<file path="src/rtl/adder_seq_pkg.sv">
// Shared state encoding and sizing helper for the byte-serial add/sub sequencer.
package adder_seq_pkg;

  localparam int unsigned ST_W = 2;

  typedef enum logic [ST_W-1:0] {
    ST_IDLE = 2'd0,
    ST_RUN  = 2'd1,
    ST_DONE = 2'd2
  } state_t;

  // Byte-index width: clog2 of the byte count, never below one bit.
  function automatic int unsigned IDX_W(input int unsigned nbytes);
    return (nbytes <= 1) ? 1 : $clog2(nbytes);
  endfunction

endpackage

</file>
<file path="src/rtl/adder_8bit.sv">
// 8-bit ripple adder slice with carry in/out; the sequencer reuses it once per byte.
module adder_8bit (
  input  logic [7:0] A,
  input  logic [7:0] B,
  input  logic       Cin,
  output logic [7:0] S,
  output logic       Cout
);

  assign {Cout, S} = {1'b0, A} + {1'b0, B} + {8'd0, Cin};

endmodule

</file>
<file path="src/rtl/adder_seq_ctrl.sv">
// Byte-serial NBYTES-wide add/subtract using one shared 8-bit adder, LSB byte first,
// with the inter-byte carry held in a register.
module adder_seq_ctrl
  import adder_seq_pkg::*;
#(
  parameter  int unsigned NBYTES = 4,
  localparam int unsigned W      = 8 * NBYTES
) (
  input  logic         clk,
  input  logic         rst_n,
  input  logic         start,
  input  logic         sub,
  input  logic [W-1:0] op_a,
  input  logic [W-1:0] op_b,
  output logic         busy,
  output logic         done,
  output logic [W-1:0] result,
  output logic         cout,
  output logic         ovf
);

  localparam int unsigned    IW       = IDX_W(NBYTES);
  localparam logic [IW-1:0]  LAST_IDX = IW'(NBYTES - 1);

  state_t                  state_q, state_d;
  logic [IW-1:0]           idx_q, idx_d;
  logic                    carry_q, carry_d;
  logic                    sub_q, sub_d;
  logic                    cout_q, cout_d;
  logic                    ovf_q, ovf_d;
  logic [NBYTES-1:0][7:0]  a_q, a_d;
  logic [NBYTES-1:0][7:0]  b_q, b_d;
  logic [NBYTES-1:0][7:0]  res_q, res_d;

  logic [7:0] add_a, add_b, add_s;
  logic       add_co;

  // Subtraction is A + ~B + 1: operand B is inverted per byte, the +1 enters as carry-in of byte 0.
  assign add_a = a_q[idx_q];
  assign add_b = b_q[idx_q] ^ {8{sub_q}};

  adder_8bit u_adder (
    .A    (add_a),
    .B    (add_b),
    .Cin  (carry_q),
    .S    (add_s),
    .Cout (add_co)
  );

  always_comb begin
    state_d = state_q;
    idx_d   = idx_q;
    carry_d = carry_q;
    sub_d   = sub_q;
    cout_d  = cout_q;
    ovf_d   = ovf_q;
    a_d     = a_q;
    b_d     = b_q;
    res_d   = res_q;
    case (state_q)
      ST_IDLE: begin
        if (start) begin
          a_d     = op_a;
          b_d     = op_b;
          sub_d   = sub;
          carry_d = sub;
          idx_d   = '0;
          state_d = ST_RUN;
        end
      end
      ST_RUN: begin
        res_d[idx_q] = add_s;
        carry_d      = add_co;
        idx_d        = idx_q + 1'b1;
        if (idx_q == LAST_IDX) begin
          cout_d  = add_co;
          ovf_d   = (add_a[7] == add_b[7]) && (add_s[7] != add_a[7]);
          state_d = ST_DONE;
        end
      end
      ST_DONE: state_d = ST_IDLE;
      default: state_d = ST_IDLE;
    endcase
  end

  always_ff @(posedge clk or negedge rst_n) begin
    if (!rst_n) begin
      state_q <= ST_IDLE;
      idx_q   <= '0;
      carry_q <= 1'b0;
      sub_q   <= 1'b0;
      cout_q  <= 1'b0;
      ovf_q   <= 1'b0;
      a_q     <= '0;
      b_q     <= '0;
      res_q   <= '0;
    end else begin
      state_q <= state_d;
      idx_q   <= idx_d;
      carry_q <= carry_d;
      sub_q   <= sub_d;
      cout_q  <= cout_d;
      ovf_q   <= ovf_d;
      a_q     <= a_d;
      b_q     <= b_d;
      res_q   <= res_d;
    end
  end

  assign busy   = (state_q != ST_IDLE);
  assign done   = (state_q == ST_DONE);
  assign result = res_q;
  assign cout   = cout_q;
  assign ovf    = ovf_q;

endmodule

</file>
<file path="config.mk">
export PLATFORM = sky130hd
export DESIGN_NAME = adder_seq_ctrl
export DESIGN_NICKNAME = d
export VERILOG_FILES = /design/src/rtl/adder_seq_pkg.sv /design/src/rtl/adder_8bit.sv /design/src/rtl/adder_seq_ctrl.sv
export SDC_FILE = /design/constraint.sdc
export NUM_CORES = 1
export LEC_CHECK = 0
export CAP_MARGIN = 20
export CELL_PAD_IN_SITES_DETAIL_PLACEMENT = 1
export CELL_PAD_IN_SITES_GLOBAL_PLACEMENT = 1
export CORE_UTILIZATION = 37
export DETAILED_ROUTE_END_ITERATION = 6
export PLACE_DENSITY_LB_ADDON = 0.1
export SLEW_MARGIN = 20
export SYNTH_ARGS = -nofsm -noshare
export SYNTH_HDL_FRONTEND = slang
export SYNTH_SLANG_ARGS = --single-unit
</file>
<file path="constraint.sdc">
create_clock -name clk -period 3 [get_ports clk]
set_input_delay 0.6 -clock clk [delete_from_list [all_inputs] [get_ports clk]]
set_output_delay 0.6 -clock clk [all_outputs]
set_load 0.005 [all_outputs]
</file>
**Yosys cells after proc, flatten, opt, wreduce, memory -nomap -nowiden**

Index checks and enable logic that the tools add are counted.

- Eq/ne operators: 7
- Muxes and demuxes: 14
- Reductions and logical operators: 9
- Magnitude comparators: 2
- Bitwise logic cells: 1
- Add/subtract/negate cells: 3

Operators with widths:

| kind | count |
|---|---|
| 8-bit binary-select mux with 2-bit select | 2 |
| 32-bit bitwise mux | 1 |
| 8-bit two-way mux | 3 |
| 8-bit demux with 2-bit select | 1 |
| 8-bit by 8-bit adder with 9-bit output | 1 |
| 9-bit by 1-bit adder with 9-bit output | 1 |
| 2-bit one-hot mux with 2 select lines | 2 |
| 2-bit AND reduction | 4 |
| 8-bit XOR | 1 |
| 2-bit two-way mux | 3 |
| 2-bit equality test, second input constant | 2 |
| 2-bit inequality test, second input constant | 2 |
| 2-bit nonzero test | 2 |
| 2-bit by 3-bit < comparator with 1-bit output, second input constant | 1 |
| 2-bit by 1-bit adder with 2-bit output, second input constant | 1 |
| 2-bit by 1-bit equality test with 1-bit output, second input constant | 1 |
| 2-bit by 1-bit greater-or-equal comparator with 1-bit output, second input constant | 1 |
| 1-bit logical AND | 2 |
| 2-bit logical NOT | 1 |
| 1-bit one-hot mux with 2 select lines | 1 |
| 1-bit equality test | 1 |
| 1-bit two-way mux | 1 |
| 1-bit inequality test | 1 |

- Word-level logic and storage cells: 54
- Register bits after elaboration: 104
- Input port bits: 68

**Longest topological paths before layout**

- Depth in word-level cells: 7
- Gate-level depth with buffers: 11
- Gate-level depth less buffers: 9

**By module**

From an unflattened synthesis, not the netlist that was laid out.

- Cells, all modules: 309
- Area, all modules: 4,808.4 µm²

Modules (own cells, without submodules):

| module | cells an instance | seq. area each (µm²) | area each (µm²) | times used |
|---|---|---|---|---|
| adder_seq_ctrl | 272 | 2,602.5 | 4,483.0 | 1 |
| adder_8bit | 37 | 0.0 | 325.3 | 1 |

**Least setup slack after synthesis**

Ideal clock, no wire load.

- Kind: reg2reg
- From: reg idx_q[1]
- To: reg res_q, in the netlist result[28]
- Data arrival time: 2.911 ns
- Slack: -0.043 ns
- Cell stages (with the launch flop): 12
- Buffers on the path: 2
- Path through: dfrtp_1 clkbuf_1 buf_1 mux4_1 xnor2_1 fa_1 inv_1 fa_1 a21o_1 a21oi_2 xor2_1 o21ai_0

- Longest elaborated chain between the ends: 6
- Elaborated cells on any way between the ends: 13
- Classes of those cells: 2 x add/sub; 2 x order compare; 7 x mux; 1 x bitwise; 1 x reduce/logical

RTL lines:

| item | line | text |
|---|---|---|
| from (decl) | adder_seq_ctrl.sv:26 | `logic [IW-1:0] idx_q, idx_d;` |
| from (signal assigned) | adder_seq_ctrl.sv:99 | `idx_q <= idx_d;` |
| 8-bit binary-select mux with 2-bit select | adder_seq_ctrl.sv:40 | `assign add_b = b_q[idx_q] ^ {8{sub_q}};` |
| 8-bit two-way mux (not written as such) | adder_seq_ctrl.sv:40 |  |
| 8-bit XOR | adder_seq_ctrl.sv:40 |  |
| 8-bit by 8-bit adder with 9-bit output | adder_8bit.sv:10 | `assign {Cout, S} = {1'b0, A} + {1'b0, B} + {8'd0, Cin};` |
| 9-bit by 1-bit adder with 9-bit output | adder_8bit.sv:10 |  |
| 32-bit bitwise mux (*) | adder_seq_ctrl.sv:72 | `res_d[idx_q] = add_s;` |
| to (signal assigned) | adder_seq_ctrl.sv:106 | `res_q <= res_d;` |
| to (decl) | adder_seq_ctrl.sv:33 | `logic [NBYTES-1:0][7:0] res_q, res_d;` |

Every way passes the cells marked *; elsewhere a longest branch is shown, timed or not. The select of a mux whose other input is x is not followed.
A chain may end at the register's enable or synchronous reset.

**Final worst setup path**

- From: reg idx_q[0]
- To: reg ovf_q (netlist: ovf)

- Longest elaborated chain between the ends: 7
- Elaborated cells on any way between the ends: 12
- Classes of those cells: 2 x add/sub; 3 x eq/ne; 4 x mux; 1 x bitwise; 2 x reduce/logical

RTL lines:

| item | line | text |
|---|---|---|
| 8-bit binary-select mux with 2-bit select | adder_seq_ctrl.sv:40 |  |
| 8-bit two-way mux (not written as such) | adder_seq_ctrl.sv:40 |  |
| 8-bit XOR | adder_seq_ctrl.sv:40 |  |
| 8-bit by 8-bit adder with 9-bit output | adder_8bit.sv:10 |  |
| 9-bit by 1-bit adder with 9-bit output | adder_8bit.sv:10 |  |
| 1-bit inequality test | adder_seq_ctrl.sv:77 | `ovf_d = (add_a[7] == add_b[7]) && (add_s[7] != add_a[7]);` |
| 1-bit logical AND | adder_seq_ctrl.sv:77 |  |
| to (signal assigned) | adder_seq_ctrl.sv:103 | `ovf_q <= ovf_d;` |
| to (decl) | adder_seq_ctrl.sv:30 | `logic ovf_q, ovf_d;` |

Parallel ways exist; a longest one is shown, timed or not. The select of a mux whose other input is x is not followed.

==> impl_metrics.ini <==
[logic_synthesis]
post_synth_most_frequent_cells = sky130_fd_sc_hd__dfrtp_1 (104), sky130_fd_sc_hd__mux2_2 (68), sky130_fd_sc_hd__nand2_1 (35), sky130_fd_sc_hd__o21ai_0 (19)
synthDominantAreaCellType = sky130_fd_sc_hd__dfrtp_1
ys_warn_count = 0
netlist-cell-type-count = 39
synth.cell_area_um2 = 4840
synth_top_area_share_pct = 53.7
seq_area_frac_synth_pct = 53.7
ys_async_sr_fraction_pct = 100
dominantRegCellSynth = sky130_fd_sc_hd__dfrtp_1
post_synth_edffs = 0
ys_ff_latch = 104
syn_inst = 360
synth.area.top_cells = sky130_fd_sc_hd__dfrtp_1 (54%), sky130_fd_sc_hd__mux2_2 (16%), sky130_fd_sc_hd__mux4_2 (4.2%), sky130_fd_sc_hd__mux4_1 (3.8%), sky130_fd_sc_hd__ha_1 (2.8%)
yosys.cell_count.top_type = sky130_fd_sc_hd__dfrtp_1
syn_area_per_cell_um2 = 13.5
post_synthesis_net_count = 441

[power]
worst_ir_drop_vdd_uv = 728
p_per_area_nw_per_um2 = 1400
total_leakage_power_nw = 2.66

[worst_hold_path]
timing.hold.worst.class = in2async

[cts]
cts_htree_levels = 3
clk_slew_on_worst_s_h_paths_ns = 0.07
hold_buffers = 0
clock_buffers_created_by_tritoncts = 9
clock_insertion_delay_worst_skew_ns = 0.34
numClockSinks = 104
max-clock-path-buffers = 2
tritoncts = built
cts.root.buffer_cell = sky130_fd_sc_hd__clkbuf_16
postCtsSetupRepairBufs = 0
cts_repair_resize_count = 0

[finish]
layout.nets = 549
fillers = 1308
utilization_pct = 50.7
multi_input_gate_area_in_the_final_layout_um2 = 2140
register_area_um2 = 2600
layout-drive-gt1-share_pct = 23.5
layout-area-overhead-vs-synth_pct = 32.6
diodes_inserted = 0

[timing]
unrepaired_setup_endpoints_after_global_routing = no
max_freq_mhz = 341
final_total_negative_setup_slack_ns = 0
report.final.setup_viol = 0
final-max-slew-violation-count = 0
min_period_over_period_pct = 97.6
remaining_max_slew_budget_at_the_tightest_pin_pct = 39.2
fin_crit_period_ns = 2.93
worst_slew_pin_slew_ns = 0.912
timing_hold_violations_final = 0
worst_clock_skew_ns = 0.0107

[floorplanning]
boundaryPins = 104
rows = 41
die_h_um = 116
core_footprint_um2 = 12700
initial_standard_cell_utilization_of_the_core_pct = 38.2
floorplan.die_area_um2 = 13500
dieWidth_um = 116

[global_route]
grt_start_max_net_pins = 72
grt_pass1_vias = 3412
grt.total_usage_pct = 17.9
grt.overflow.total = 0
grt_pass1_wl_mm = 18.1
antenna_found_initial = 0

[drt]
totalWireLength_mm = 10.9
route.detailed.wl_per_inst_um = 16.9
route.detailed.vias_per_inst = 4.99
initialDrtViolationCount = 129
route.vias.total = 3221
drc_errors = 0
first_pass_iters = 4
post_route_ant_nets = 0

[critical_path]
worstPathArrival_ns = 3.15
critPathMaxFanout = 8
cp-start-kind = flop
setup.worst_path.end_class = flop
required_ns = 3.22
criticalPathCategory = reg2reg

[run]
drv_cap = 0

[place]
io_buffers = 103
gp_routability_congestion = 0.760
dp.final_hpwl_mm = 8.08

[run_status]
status = completed
[per-layer routing]
| layer | routed length, µm | vias to the layer above | global-route usage, % |
|---|---|---|---|
| li1 | - | 1534 | - |
| met1 | 5120 | 1608 | 24.0 |
| met2 | 5300 | 71 | 29.7 |
| met3 | 375 | 8 | 2.85 |
| met4 | 114 | 0 | 5.90 |
| met5 | 0 | - | 0 |
[cell families after synthesis]
kind of cell | Yosys count | share of synthesized area (%)
AO/OA/AOI/OAI | 54 | 7.26
XOR/XNOR | 11 | 1.99
adder cells (fa/ha/maj) | 13 | 3.67
buffers and inverters | 25 | 2.30
flip-flops | 104 | 53.7
multiplexers | 84 | 23.8
AND/OR/NAND/NOR | 69 | 7.24
[where the power goes]
part | internal, W | switching [W] | total (W) | leakage (nW)
Clock | 0.000599 | 0.000548 | 0.00115 | 0.141
Sequential | 0.00213 | 0.000420 | 0.00255 | 1.24
Combinational | 0.00254 | 0.00272 | 0.00527 | 1.28
Total | 0.00528 | 0.00369 | 0.00897 | 2.66
[area by class of cell]
cell class,instances,share of cell area (%)
sequential,104,40.5
timing repair buffer,116,17.9
tap,172,3.35
multi-input combinational,231,33.3
inverter,6,0.351
clock inverter,6,0.780
clock buffer,10,3.72
[path summary, 6_finish.rpt]
kind | start | endpoint | slack, ns | cells past startpoint
worst max register to register | idx_q[0] | ovf | 0.07 | 8
worst max-delay path | idx_q[0] | ovf | 0.07 | 8
max in group asynchronous | rst_n | result[31] | 1.94 | 2
worst min register to register | result[7] | result[7] | 0.47 | 2
worst min-delay path | rst_n | a_q[1] | 0.38 | 1
min in group clk | result[7] | result[7] | 0.47 | 2
[registers in the layout (all words and copies together), names as in the netlist]
register	count
state_q	2
idx_q	2
b_q	32
a_q	32
result	32
sub_q	1
carry_q	1
ovf	1
cout	1
[worst max-delay path: stages (launching register included)]
cell and delay (ns):
sky130_fd_sc_hd__dfrtp_1 0.40, sky130_fd_sc_hd__buf_4 0.22, sky130_fd_sc_hd__mux4_1 0.59, sky130_fd_sc_hd__xor2_1 0.17
sky130_fd_sc_hd__ha_1 0.36, sky130_fd_sc_hd__a21oi_1 0.31, sky130_fd_sc_hd__a211oi_2 0.15, sky130_fd_sc_hd__or3_1 0.36
sky130_fd_sc_hd__a32o_1 0.26
[through the flow]
step                      worst slack, ns  hold slack [ns]  power, W  cell area (µm²)  cells
after global routing              0.00237            0.456   0.00976             6420    645
after detailed placement            0.106            0.466   0.00789             6130    629
after CTS                          0.0790            0.431   0.00906             6410    645
final                              0.0711            0.376   0.00897             6420    645
after floorplan                    0.0727            0.304   0.00593             4840    360
after global placement              0.200            0.461   0.00775             6130    629
[placed cells by master (no fill, tap or decap), drive strengths merged]
master and n:
a221oi 1, nor3b 5, nor2 4, mux4 16, nor3 5, o21bai 1
nand3 4, or4 4, a211oi 5, ha 11, o2111ai 3, a21oi 7
or3 1, clkdlybuf4s50 102, o31ai 11, o21a 2, a21o 2, and3b 2
xnor2 3, a21boi 1, nand3b 5, o211ai 1, clkbuf 10, mux2 68
a32o 1, inv 9, clkinv 2, buf 14, o21ai 19, xor2 8
fa 2, clkinvlp 1, dfrtp 104, nand2b 1, or2 1, nand2 35
nor2b 2
Power figures use the tool's default switching activity.
